==> src/rtl/cpu_rst_seq.sv <==
// rtl/cpu_rst_seq.sv - staggered reset/run controller with software reset, watchdog and run counter
//
// Ports:
//   clk         system clock, rising edge
//   reset       asynchronous active-low board reset
//   sw_rst_req  synchronous software reset request (pulse or level)
//   heartbeat   core-alive strobe, clears the watchdog in RUN
//   core_rst    per-channel active-high resets, released 0..NUM_CH-1
//   ready       1 while in RUN
//   wdt_fired   sticky watchdog flag, cleared only by reset
//   run_cycles  saturating count of rising edges spent in the current RUN
//   state       debug: 00 ASSERT, 01 RELEASE, 10 RUN
module cpu_rst_seq #(
  parameter int NUM_CH      = 4,
  parameter int SYNC_STAGES = 2,
  parameter int HOLD_CYCLES = 4,
  parameter int STAGGER     = 2,
  parameter int WDT_CYCLES  = 1024,
  parameter int CNT_W       = 32
) (
  input  logic              clk,
  input  logic              reset,
  input  logic              sw_rst_req,
  input  logic              heartbeat,
  output logic [NUM_CH-1:0] core_rst,
  output logic              ready,
  output logic              wdt_fired,
  output logic [CNT_W-1:0]  run_cycles,
  output logic [1:0]        state
);

  localparam int HOLD_W = (HOLD_CYCLES > 1) ? $clog2(HOLD_CYCLES) : 1;
  localparam int STG_W  = (STAGGER > 1)     ? $clog2(STAGGER)     : 1;
  localparam int WDT_W  = (WDT_CYCLES > 1)  ? $clog2(WDT_CYCLES)  : 1;

  localparam logic [HOLD_W-1:0] HOLD_LAST = HOLD_W'(HOLD_CYCLES - 1);
  localparam logic [STG_W-1:0]  STG_LAST  = STG_W'(STAGGER - 1);
  localparam logic [WDT_W-1:0]  WDT_LAST  = WDT_W'(WDT_CYCLES - 1);
  // core_rst value just before the final channel is released
  localparam logic [NUM_CH-1:0] LAST_CH   = NUM_CH'(1) << (NUM_CH - 1);

  typedef enum logic [1:0] {
    ST_ASSERT  = 2'b00,
    ST_RELEASE = 2'b01,
    ST_RUN     = 2'b10
  } st_t;

  st_t                    st;
  logic [SYNC_STAGES-1:0] sync_q;
  logic [HOLD_W-1:0]      hold_cnt;
  logic [STG_W-1:0]       stg_cnt;
  logic [WDT_W-1:0]       wdt_cnt;

  assign state = st;

  always_ff @(posedge clk or negedge reset) begin
    if (!reset) begin
      st         <= ST_ASSERT;
      sync_q     <= '0;
      hold_cnt   <= '0;
      stg_cnt    <= '0;
      wdt_cnt    <= '0;
      core_rst   <= '1;
      ready      <= 1'b0;
      wdt_fired  <= 1'b0;
      run_cycles <= '0;
    end else begin
      // Only the board reset clears the synchroniser, so software and
      // watchdog re-sequences skip the sync delay.
      sync_q <= {sync_q[SYNC_STAGES-2:0], 1'b1};

      if (sw_rst_req) begin
        st         <= ST_ASSERT;
        hold_cnt   <= '0;
        stg_cnt    <= '0;
        wdt_cnt    <= '0;
        core_rst   <= '1;
        ready      <= 1'b0;
        run_cycles <= '0;
      end else begin
        case (st)
          ST_ASSERT: begin
            if (sync_q[SYNC_STAGES-1]) begin
              if (hold_cnt == HOLD_LAST) begin
                hold_cnt <= '0;
                stg_cnt  <= '0;
                // Channels release by shifting zeros in from bit 0.
                core_rst <= core_rst << 1;
                if (NUM_CH == 1) begin
                  st    <= ST_RUN;
                  ready <= 1'b1;
                end else begin
                  st <= ST_RELEASE;
                end
              end else begin
                hold_cnt <= hold_cnt + 1'b1;
              end
            end
          end

          ST_RELEASE: begin
            if (stg_cnt == STG_LAST) begin
              stg_cnt  <= '0;
              core_rst <= core_rst << 1;
              if (core_rst == LAST_CH) begin
                st    <= ST_RUN;
                ready <= 1'b1;
              end
            end else begin
              stg_cnt <= stg_cnt + 1'b1;
            end
          end

          ST_RUN: begin
            if (WDT_CYCLES != 0 && !heartbeat && wdt_cnt == WDT_LAST) begin
              st         <= ST_ASSERT;
              hold_cnt   <= '0;
              wdt_cnt    <= '0;
              core_rst   <= '1;
              ready      <= 1'b0;
              wdt_fired  <= 1'b1;
              run_cycles <= '0;
            end else begin
              if (run_cycles != '1) run_cycles <= run_cycles + 1'b1;
              if (heartbeat || WDT_CYCLES == 0) wdt_cnt <= '0;
              else                              wdt_cnt <= wdt_cnt + 1'b1;
            end
          end

          default: st <= ST_ASSERT;
        endcase
      end
    end
  end

endmodule

==> config.mk <==
export PLATFORM = sky130hd
export DESIGN_NAME = cpu_rst_seq
export DESIGN_NICKNAME = d
export VERILOG_FILES = /design/src/rtl/cpu_rst_seq.sv
export SDC_FILE = /design/constraint.sdc
export NUM_CORES = 1
export LEC_CHECK = 0
export CORE_ASPECT_RATIO = 0.7
export CORE_MARGIN = 2
export CORE_UTILIZATION = 41
export CTS_CLUSTER_DIAMETER = 40
export DETAILED_ROUTE_END_ITERATION = 16
export DONT_BUFFER_PORTS = 1
export HOLD_SLACK_MARGIN = 0.1
export PLACE_DENSITY = 0.63
export SLEW_MARGIN = 40
export SYNTH_ARGS = -nofsm -noshare
export SYNTH_HDL_FRONTEND = slang
export SYNTH_SLANG_ARGS = --single-unit
export TNS_END_PERCENT = 30
==> constraint.sdc <==
create_clock -name clk -period 2.35 [get_ports clk]
set_clock_uncertainty 0.15 [all_clocks]
set_input_delay 0.1175 -clock clk [delete_from_list [all_inputs] [get_ports clk]]
set_output_delay 0.1175 -clock clk [all_outputs]
set_load 0.05 [all_outputs]
==> run summary <==
The top cell type by area accounts for 39.52% of the synthesized area. The hold violation count in the final report is 0, and the fill cell instance count of the final layout is 721. STA classifies the critical path startpoint as a register.

In this run, placement finished with an instance count of 471. The final standard cell utilization of the core was 49.17%; the highest fanout seen on the critical path was 12. The transition time at the pin with the least slew margin is 0.7119 ns, and the share of cells above drive strength 1 is 23.76%.

Measured against its own limit, the worst slew margin works out to 52.38%. STA classifies the critical path endpoint as a register. The run gives 0.001386 mm2 as the sequential standard cell area. After synthesis, the cell types taking the most area are sky130_fd_sc_hd__dfrtp_1 40%, sky130_fd_sc_hd__nand2_1 3.6%, sky130_fd_sc_hd__a21oi_1 3.4%. The share of synthesized cell area in and, or, nand and nor gates works out to 26.35%.

The run finished with clean final reports. The post-synthesis to final-layout area growth is 17.78%, and the worst path required time is 2.44 ns. The number of nets with antenna violations after detailed routing is 0, and the clock-pin transition on the worst setup and hold timing paths is 0.10 ns. For the post-synthesis instance area, the log shows 0.003229 mm2. The tools report the first element of the critical path as state[0].

For the multi-input gate area in the final layout, the log shows 0.001707 mm2. The clock drives 55 sinks. In this run, synthesis inferred 0 flip-flops with an integrated enable. Top cell family by delay on the critical path: simple AND/OR/NAND/NOR gates. After synthesis, the netlist uses 65 different library cells.

The most used flip-flop cell after synthesis is sky130_fd_sc_hd__dfrtp_1. Type of the worst setup path: register to register. The number of antenna violations at the first check in global routing was 0. The worst IR drop on VDD is 0.0004785 V.

The synthesized net count is 347, and the final critical path time including I/O delays and setup is 2.268 ns. The horizontal die dimension works out to 110.1 um. During I/O placement, the number of pins put on the boundary was 44.

Fraction of the mapped netlist area in adder cells: 2.712%. Across the run, the number of max-cap violations was 0. Setup total negative slack on the finished layout was measured at 0 ns.

The destination of the worst register-to-register timing path is run_cycles[29]. In this run the clock root is driven by a sky130_fd_sc_hd__clkbuf_8. For this run the aggregate overflow at the end of global routing stands at 0.

The warning count from the yosys run was 0. The logs give 0.32 ns for the clock latency on the worst-skew pair and 0.8437 for the placer's final routability congestion estimate. After floorplanning, the core was sized to cover 0.007736 mm2. The logs give 2 for the number of buffers on the longest clock path and 0 for the count of final max-slew check failures. The critical path data arrival time was 2.36 ns; the path depth of the worst reg2reg path was 7. Post-synthesis xor/xnor area fraction: 2.983%. For this run, asynchronously set or reset flops after synthesis account for 100.0%. The largest individual stage delay along the critical path comes from the cell sky130_fd_sc_hd__or4_1. The placed wire-length estimate after detailed placement came out at 5.530 mm. Measured along the y axis, the die boundary spans 78.26 um. The power density over cell area works out to 579.9 mW/mm2.

The sequential area share after synthesis came out at 42.77%. After detailed routing, the number of remaining DRC violations is 0. The synthesized netlist devotes 17.55% of its cell area to compound gates. The synthesized netlist cell count came out at 336. Setup repair after global routing could not meet its margin everywhere.

Final hold analysis gives a worst-case slack of 0.1334 ns. The number of port buffers came out at 0. The worst register-to-register path begins at state[0].

In the global route stage, met3 resource usage came out at 4.153%. Across all register-to-register paths, the minimum setup slack is 0.08 ns. The number of failing setup endpoints in the final timing report is 0, and the wire length per cell after detailed routing is 16.11 um.

For the count of antenna diodes in the layout, the log shows 0. The run gives 393 as the number of nets at the end of the flow. The cell accounting for the most synthesized area was sky130_fd_sc_hd__dfrtp_1. The DRC violation total after the first TritonRoute iteration is 251, and the maximum level of the CTS H-tree is 2.

The logs give 31.28% for the met1 track demand over resource and 5 for the CTS buffer count. The first detailed-routing pass took 4 iterations. For this block, the routed nets add up to 7.796 mm of wire. The tools report the standard-cell row count as 27. The buffer count from post-CTS setup fixing was 0; the number of vias in the routed layout was 2734. Walking the worst path, the cells encountered are inv_1 > ha_2 > o21ai_1 > nor4_4 > o31ai_4 > or4_1 > a21oi_1. The global routing stage identified its most utilized layer as met1.

The initial utilization of the core area, before any placement, comes to 41.74%. For the global-route usage over all layers, the log shows 19.35%. The number of global-route vias before repair is 2482. The die covers 0.008614 mm2. For the met2 usage in global routing, the log shows 25.77%. The count of buffer and inverter cells on the critical path was 1. The largest family of logic cells by synthesized area is simple AND/OR/NAND/NOR gates. Using the TritonRoute via totals, the vias-per-cell ratio works out to 5.649. The number of register bits inferred by synthesis is 55, and the share of the clock period used by the worst path is 96.51%. Each instance of the synthesized netlist takes up on average 9.611 um2. The analysis attributes to cell leakage a power of 1.619 nW. The largest single stage delay on the critical path is 0.51 ns. The achievable frequency was 440.9 MHz.

TritonCTS built the clock tree. In this run the worst hold path is classified as input pin to async pin. The share of synthesized area spent on multiplexers was 2.596%; the number of cells in the finished layout apart from fillers was 484. The first global-routing pass estimated 13.04 mm of wire.

Entering global routing, the biggest net connects 56 pins.
-- flip-flops by register name, summed over array words and instances (netlist names) --
name and cells:
run_cycles 32, wdt_cnt 10, core_rst 4, hold_cnt 2, state 2, sync_q 2
ready 1, stg_cnt 1, wdt_fired 1
-- metal layers --
metal / vias to the layer above / wire length [um] / part of all wire [%]
met5: - / 0 / 0
met4: 0 / 86 / 1.1
met3: 9 / 467 / 6.0
met2: 80 / 3209 / 41
met1: 1299 / 4033 / 52
li1: 1346 / - / -
-- repair_timing --
item                       4_1_cts  5_1_grt
hold buffers                     5        0
setup endpoints to repair        0        5
resized for setup                0        5
hold endpoints to repair        86        0
-- area by class of cell --
class	instances	area share [%]
Multi-Input combinational cell	251	44.87
Sequential cell	55	36.45
Timing Repair Buffer	55	11.64
Tap cell	101	3.322
Clock buffer	5	1.809
Inverter	14	1.382
Clock inverter	3	0.5263
-- synthesized netlist by cell type (3+ instances only) --
cell type / n
sky130_fd_sc_hd__a211oi_1: 3
sky130_fd_sc_hd__nor4b_2: 3
sky130_fd_sc_hd__and4_1: 8
sky130_fd_sc_hd__nor4_1: 7
sky130_fd_sc_hd__nand2_1: 31
sky130_fd_sc_hd__nand2b_1: 4
sky130_fd_sc_hd__inv_1: 14
sky130_fd_sc_hd__dfrtp_1: 51
sky130_fd_sc_hd__clkbuf_1: 5
sky130_fd_sc_hd__nor3_1: 4
sky130_fd_sc_hd__dfstp_2: 4
sky130_fd_sc_hd__a31oi_1: 9
sky130_fd_sc_hd__xnor2_1: 11
sky130_fd_sc_hd__nand4_1: 8
sky130_fd_sc_hd__or3_1: 9
sky130_fd_sc_hd__o21ai_0: 20
sky130_fd_sc_hd__buf_2: 6
sky130_fd_sc_hd__nor2_1: 27
sky130_fd_sc_hd__mux2i_1: 5
sky130_fd_sc_hd__and3_1: 3
sky130_fd_sc_hd__or4_1: 6
sky130_fd_sc_hd__ha_1: 7
sky130_fd_sc_hd__nand3_1: 12
sky130_fd_sc_hd__o211ai_1: 3
sky130_fd_sc_hd__a21o_1: 3
sky130_fd_sc_hd__a21oi_1: 22
-- metrics by stage --
stage	area (um2)	power, mW	setup WS, ns
2_1_floorplan	3234	1.536	0.05434
3_3_place_gp	3630	1.646	0.1034
3_5_place_dp	3630	1.655	0.07153
4_1_cts	3786	2.225	0.04782
5_1_grt	3804	2.334	-0.007725
6_report	3804	2.206	0.08198
-- how the worst max path moves through the flow --
stage / to / cells past startpoint
after CTS: run_cycles[29] / 7
after global routing: run_cycles[29] / 7
final: run_cycles[29] / 7
after detailed placement: run_cycles[29] / 7
after floorplan: run_cycles[17] / 7
after global placement: run_cycles[29] / 7
-- power by group --
group | total, mW | switching (mW) | leakage (nW) | internal (mW)
clock | 0.535 | 0.327 | 0.0402 | 0.208
combinational | 0.485 | 0.291 | 0.838 | 0.194
sequential | 1.19 | 0.156 | 0.741 | 1.03
total | 2.21 | 0.774 | 1.62 | 1.43
-- worst register-to-register path, stage by stage (launching register included) --
cell and delay, ns:
sky130_fd_sc_hd__dfrtp_2 0.41, sky130_fd_sc_hd__inv_1 0.08, sky130_fd_sc_hd__ha_2 0.22, sky130_fd_sc_hd__o21ai_1 0.13, sky130_fd_sc_hd__nor4_4 0.33, sky130_fd_sc_hd__o31ai_4 0.20
sky130_fd_sc_hd__or4_1 0.51, sky130_fd_sc_hd__a21oi_1 0.18
-- cells by family (layout without fill, tap and decap cells) --
group	after synthesis	in the layout
multiplexers	8	8
XOR/XNOR	11	11
other	1	1
AND/OR/NAND/NOR	140	140
adder cells (fa/ha/maj)	7	7
AO/OA/AOI/OAI	84	84
buffers and inverters	30	77
flip-flops	55	55
-- cells in the final DEF (no fill, tap or decap), types with 2 or more instances in the layout --
| master | count |
|---|---|
| sky130_fd_sc_hd__a211oi_1 | 3 |
| sky130_fd_sc_hd__a21o_1 | 3 |
| sky130_fd_sc_hd__a21oi_1 | 22 |
| sky130_fd_sc_hd__a22oi_1 | 2 |
| sky130_fd_sc_hd__a311oi_1 | 2 |
| sky130_fd_sc_hd__a31oi_1 | 9 |
| sky130_fd_sc_hd__a41oi_1 | 2 |
| sky130_fd_sc_hd__and2_1 | 2 |
| sky130_fd_sc_hd__and3_1 | 3 |
| sky130_fd_sc_hd__and4_1 | 7 |
| sky130_fd_sc_hd__and4_4 | 2 |
| sky130_fd_sc_hd__buf_4 | 50 |
| sky130_fd_sc_hd__clkbuf_8 | 5 |
| sky130_fd_sc_hd__clkinvlp_4 | 2 |
| sky130_fd_sc_hd__dfrtp_1 | 47 |
| sky130_fd_sc_hd__dfrtp_2 | 4 |
| sky130_fd_sc_hd__dfstp_2 | 4 |
| sky130_fd_sc_hd__dlygate4sd3_1 | 4 |
| sky130_fd_sc_hd__ha_1 | 5 |
| sky130_fd_sc_hd__ha_2 | 2 |
| sky130_fd_sc_hd__inv_1 | 14 |
| sky130_fd_sc_hd__mux2_2 | 2 |
| sky130_fd_sc_hd__mux2i_1 | 5 |
| sky130_fd_sc_hd__nand2_1 | 31 |
| sky130_fd_sc_hd__nand2b_1 | 4 |
| sky130_fd_sc_hd__nand3_1 | 12 |
| sky130_fd_sc_hd__nand4_1 | 8 |
| sky130_fd_sc_hd__nand4_2 | 2 |
| sky130_fd_sc_hd__nor2_1 | 26 |
| sky130_fd_sc_hd__nor3_1 | 4 |
| sky130_fd_sc_hd__nor4_1 | 7 |
| sky130_fd_sc_hd__nor4b_2 | 3 |
| sky130_fd_sc_hd__o211ai_1 | 3 |
| sky130_fd_sc_hd__o21ai_0 | 20 |
| sky130_fd_sc_hd__o31ai_1 | 2 |
| sky130_fd_sc_hd__or2_1 | 2 |
| sky130_fd_sc_hd__or3_1 | 9 |
| sky130_fd_sc_hd__or4_1 | 6 |
| sky130_fd_sc_hd__xnor2_1 | 11 |
(Power assumes the default switching activity.)
